===== config.mk =====
export PLATFORM = sky130hd
export DESIGN_NAME = seven_seg_scanner
export DESIGN_NICKNAME = d
export VERILOG_FILES = /design/src/rtl/seven_seg_scanner.sv
export SDC_FILE = /design/constraint.sdc
export NUM_CORES = 1
export LEC_CHECK = 0
export CORE_ASPECT_RATIO = 1.2
export CORE_MARGIN = 8
export CORE_UTILIZATION = 55
export CTS_CLUSTER_DIAMETER = 30
export DETAILED_ROUTE_END_ITERATION = 10
export HOLD_SLACK_MARGIN = 0.15
export PLACE_DENSITY = 0.76
export SETUP_SLACK_MARGIN = 0.1
export SLEW_MARGIN = 20
export SYNTH_ARGS = -nofsm -noshare
export SYNTH_HDL_FRONTEND = slang
export SYNTH_SLANG_ARGS = --single-unit
export TNS_END_PERCENT = 5

===== constraint.sdc =====
create_clock -name clk -period 5.7 [get_ports clk]
set_input_delay 0.57 -clock clk [delete_from_list [all_inputs] [get_ports clk]]
set_output_delay 0.57 -clock clk [all_outputs]
set_load 0.05 [all_outputs]

===== src/rtl/seven_seg_scanner.sv =====
// Time-multiplexed driver for a four-digit, common-anode seven-segment display.
// Digits are scanned with a blanking gap between them; new data switches in only at frame boundaries.
module seven_seg_scanner #(
  parameter int REFRESH_CYCLES = 5000,
  parameter int BLANK_CYCLES   = 50
) (
  input  logic        clk,
  input  logic        reset,
  input  logic [15:0] data,
  input  logic        load,
  output logic [3:0]  an,
  output logic [6:0]  seg,
  output logic        pending,
  output logic        frame_done
);

  localparam int MAX_CYC = (REFRESH_CYCLES > BLANK_CYCLES) ? REFRESH_CYCLES : BLANK_CYCLES;
  localparam int CNT_W   = $clog2(MAX_CYC + 1);

  localparam logic [CNT_W-1:0] BLANK_LAST = CNT_W'(BLANK_CYCLES - 1);
  localparam logic [CNT_W-1:0] SHOW_LAST  = CNT_W'(REFRESH_CYCLES - 1);

  typedef enum logic {
    ST_BLANK = 1'b0,
    ST_SHOW  = 1'b1
  } state_e;

  state_e           state_q, state_d;
  logic [1:0]       idx_q, idx_d;
  logic [CNT_W-1:0] cnt_q, cnt_d;
  logic [15:0]      active_q, active_d;
  logic [15:0]      pbuf_q, pbuf_d;
  logic             pending_q, pending_d;
  logic             fdone_q, fdone_d;
  logic [3:0]       an_q, an_d;
  logic [6:0]       seg_q, seg_d;
  logic             boundary;

  function automatic logic [6:0] hex_to_seg(input logic [3:0] nib);
    logic [6:0] s;
    case (nib)
      4'h0:    s = 7'b1000000;
      4'h1:    s = 7'b1111001;
      4'h2:    s = 7'b0100100;
      4'h3:    s = 7'b0110000;
      4'h4:    s = 7'b0011001;
      4'h5:    s = 7'b0010010;
      4'h6:    s = 7'b0000010;
      4'h7:    s = 7'b1111000;
      4'h8:    s = 7'b0000000;
      4'h9:    s = 7'b0010000;
      4'hA:    s = 7'b0001000;
      4'hB:    s = 7'b0000011;
      4'hC:    s = 7'b1000110;
      4'hD:    s = 7'b0100001;
      4'hE:    s = 7'b0000110;
      default: s = 7'b0001110;
    endcase
    return s;
  endfunction

  always_ff @(posedge clk or negedge reset) begin
    if (!reset) begin
      state_q   <= ST_BLANK;
      idx_q     <= 2'd0;
      cnt_q     <= '0;
      active_q  <= 16'h0000;
      pbuf_q    <= 16'h0000;
      pending_q <= 1'b0;
      fdone_q   <= 1'b0;
      an_q      <= 4'b1111;
      seg_q     <= 7'b1111111;
    end else begin
      state_q   <= state_d;
      idx_q     <= idx_d;
      cnt_q     <= cnt_d;
      active_q  <= active_d;
      pbuf_q    <= pbuf_d;
      pending_q <= pending_d;
      fdone_q   <= fdone_d;
      an_q      <= an_d;
      seg_q     <= seg_d;
    end
  end

  always_comb begin
    state_d  = state_q;
    idx_d    = idx_q;
    cnt_d    = cnt_q + CNT_W'(1);
    boundary = 1'b0;
    case (state_q)
      ST_BLANK: begin
        if (cnt_q == BLANK_LAST) begin
          state_d = ST_SHOW;
          cnt_d   = '0;
        end
      end
      ST_SHOW: begin
        if (cnt_q == SHOW_LAST) begin
          state_d  = ST_BLANK;
          cnt_d    = '0;
          idx_d    = idx_q + 2'd1;
          boundary = (idx_q == 2'd3);
        end
      end
      default: begin
        state_d = ST_BLANK;
        cnt_d   = '0;
      end
    endcase
  end

  // The boundary copy reads the pre-edge pending buffer, so a coincident load lands for the next frame.
  always_comb begin
    pbuf_d    = load ? data : pbuf_q;
    pending_d = load | (pending_q & ~boundary);
    active_d  = (boundary && pending_q) ? pbuf_q : active_q;
    fdone_d   = boundary;
  end

  // Outputs are derived from the next state so they switch on the same edge as the FSM.
  always_comb begin
    an_d  = 4'b1111;
    seg_d = 7'b1111111;
    if (state_d == ST_SHOW) begin
      an_d  = 4'b1111 ^ (4'b0001 << idx_d);
      seg_d = hex_to_seg(active_q[{idx_d, 2'b00} +: 4]);
    end
  end

  assign an         = an_q;
  assign seg        = seg_q;
  assign pending    = pending_q;
  assign frame_done = fdone_q;

endmodule


==> flow_summary_export.csv <==
group,metric,value,unit
worst_setup_path,critPathArrivalTime,3270,ps
timing,grt_setup_unrepaired,"no",
status,status,"finished, final reports clean",
synthesis,syn_area,2860,um2
floorplan,die_w,81.8,um
placed_design,finalWeightedCongestion,0.814,
power,power.net_switching,180,uW
timing,setup_viol,0,
timing,min_period_over_period,0.527,
worst_setup_path,reg2reg_slack,2700,ps
routing,drt_iter0_markers,121,
global_routing,grt_pass1_vias,1884,
routing,wirelength,4910,um
worst_setup_path,end_kind,"flop",
timing,finClkSkew,8.86,ps
cells_and_area,diodes,0,
timing,worst_pin_slew,1030,ps
routing,wire_per_inst,15.2,um
routing,first_pass_iters,4,
synthesis,synthSimpleGateAreaFrac,0.115,
clocking,numCtsBuffers,9,
floorplan,boundaryPins,32,
clocking,root_buffer,"clkbuf_8",
clocking,clock_path_buffers,2,
placed_design,pre_cts_slack,2690,ps
synthesis,seq_area_frac_synth,0.539,
timing,fmax,333,MHz
floorplan,initial_core_util,0.574,
synthesis,synth.avg_cell_area,12.9,um2
cells_and_area,area_delta_synth_final,19.1,%
synthesis,synth_top_family_by_area,"multiplexers",
worst_setup_path,reg2reg_to,"seg[4]",
synthesis,synth_top_cell_by_area,"dfrtp_1",
synthesis,ys_async_sr_fraction,1.00,
cells_and_area,instances_no_fill,322,
synthesis,synth.distinct_cells,38,
routing,drc,0,
timing,hold_violations,0,
worst_setup_path,crit_fanout,13,
clocking,post_cts_resized,0,
clocking,cts_setup_buffers,0,
timing,relSlewSlack,0.292,
power,cellPowerDensity,251,nW/um2
clocking,ctsHoldBuffers,0,
global_routing,antenna_found_initial,0,
synthesis,synth_edf_count,0,
timing,worst_slack,2700,ps
worst_setup_path,reg2reg_depth,5,
global_routing,grt_remaining_overflow,0,
worst_setup_path,startpoint_type,"flop",
worst_setup_path,crit_end,"seg[4]",
worst_setup_path,r2r-start,"idx_q[0]",
power,p_leak,1.50,nW
power,p_comb_frac,0.040,
routing,vias,1809,
cells_and_area,post-route-util,0.684,
power,ir_worst_vdd,194,uV
worst_setup_path,worstPathRequired,5960,ps
power,seqPwrFrac,0.526,
synthesis,synth_fa_ha_area_frac,0.0394,
placed_design,dpl.cell_count,306,
floorplan,core_area,4970,um2
synthesis,yosys_warnings,0,
cells_and_area,num-nets-final,285,
hold_path,hold_class,"in -> async",
synthesis,synthMuxAreaShare,0.210,
clocking,path_clk_slew,70,ps
synthesis,synth_compound_area_frac,0.0368,
power,p_int,676,uW
floorplan,fp.dieArea,7770,um2
global_routing,grt_use_total,0.145,
synthesis,yosys.area.top_type_share,0.438,
clocking,cts_max_level,3,
routing,post_drt_via_cell_ratio,5.62,
synthesis,syn_nets,250,
floorplan,row_count,28,
worst_setup_path,critical_path_class,"reg -> reg",
worst_setup_path,worstSetupStartpoint,"idx_q[0]",
global_routing,grt_first_pass_wirelength,8580,um
power,power.share.clock,0.434,
synthesis,synthCells,222,
routing,ant_nets,0,
clocking,insertion_delay,340,ps
synthesis,ys.flop_type,"dfrtp_1",
flow_run,maxCapViolations,0,
placed_design,port_buffers,31,
cells_and_area,n_fill_cell,375,
timing,maxSlewViolCount,0,
synthesis,synth_area_leaders,"dfrtp_1, mux2_2, dfstp_2",
floorplan,die_y,95.0,um
cells_and_area,drive_gt1_frac,0.271,
synthesis,synthXorXnorAreaFrac,0.0368,
timing,period_minus_slack,3000,ps
power,switching_share,0.210,
clocking,tritoncts,"built",
timing,tns,0,ps
clocking,cts_sinks,61,
synthesis,synth_seq_cells,61,
placed_design,dp_hpwl,3510,um
global_routing,grt_max_degree,62,
## area by class of cell
cell class	count	area [um2]	area share
multi-input combinational	144	1250	0.368
sequential	61	1540	0.452
tap	60	75.1	0.0221
inverter	9	33.8	0.00992
clock buffer	11	141	0.0415
timing repair buffer	32	313	0.0919
clock inverter	5	50.0	0.0147
## stage by stage
step / hold WS [ps] / instance area (um2) / power, mW
after detailed placement: 489 / 3210 / 0.494
after floorplan: 274 / 2860 / 0.470
after global placement: 485 / 3210 / 0.492
after global routing: 447 / 3400 / 0.888
after CTS: 393 / 3400 / 0.864
final: 357 / 3400 / 0.856
## logic make-up (layout without fill, tap and decap cells)
kind of cell / after synthesis / count (layout)
AOI/OAI and AO/OA: 15 / 15
xor gates and xnor gates: 12 / 12
adders and majority gates: 9 / 9
buffers and inverters: 17 / 57
DFF: 61 / 61
muxes: 46 / 46
and+or+nand+nor: 62 / 62
## worst max-delay path, cell delays in order (launching register included)
cell and delay, ps:
dfrtp_1 540, ha_1 500, mux4_2 520, mux2i_1 810, mux2i_1 170, a221o_1 390
## layer usage
| layer | wire length [um] | part of all wire | track usage | vias to the layer above |
|---|---|---|---|---|
| li1 | - | - | - | 861 |
| met1 | 2190 | 0.45 | 0.176 | 883 |
| met2 | 2340 | 0.48 | 0.214 | 51 |
| met3 | 241 | 0.049 | 0.0428 | 14 |
| met4 | 141 | 0.029 | 0.103 | 0 |
| met5 | 0 | 0 | 0 | - |
## cells in the mapped netlist, types with 4 or more instances
library cell / number
ha_1: 9
mux2_2: 32
inv_1: 9
xnor2_1: 8
xor2_1: 4
nor2_1: 19
clkbuf_1: 5
nand2_1: 15
nor3_1: 4
mux2i_1: 6
nand4_1: 4
mux4_2: 8
dfstp_2: 11
nand3_1: 7
dfrtp_1: 50
## state kept, by name, summed over array words and instances, names as in the netlist
signal and count:
frame_done 1, pbuf_q 16, state_q 1, pending 1, cnt_q 13, seg 7
idx_q 2, an 4, active_q 16
## worst min-delay path by stage
stage / end / slack (ps) / cells after the start
floorplan: active_q[0] / 270 / 0
global placement: cnt_q[0] / 480 / 1
detailed placement: cnt_q[0] / 490 / 1
CTS: pbuf_q[5] / 390 / 2
global route: pbuf_q[4] / 450 / 2
finish: pbuf_q[13] / 360 / 2
## layout by cell type, fill, tap and decap left out, types with 2 or more instances in the layout
cell / n
a21oi_1: 3
and3_1: 2
clkbuf_8: 10
clkdlybuf4s50_1: 30
clkinv_2: 4
dfrtp_1: 50
dfstp_2: 11
ha_1: 9
inv_1: 9
mux2_2: 32
mux2i_1: 6
mux4_2: 8
nand2_1: 15
nand3_1: 7
nand4_1: 4
nor2_1: 19
nor2b_1: 2
nor3_1: 4
o21ai_1: 3
o221ai_1: 2
xnor2_1: 8
xor2_1: 4
## power by group through the flow
stage | clock (mW) | combinational (mW) | sequential [mW]
2_1_floorplan | 0 | 0.0138 | 0.456
6_report | 0.371 | 0.0343 | 0.450
4_1_cts | 0.379 | 0.0354 | 0.450
5_1_grt | 0.398 | 0.0388 | 0.451
3_3_place_gp | 0 | 0.0346 | 0.458
3_5_place_dp | 0 | 0.0354 | 0.458
No activity file was read; power rests on OpenSTA's default activity.
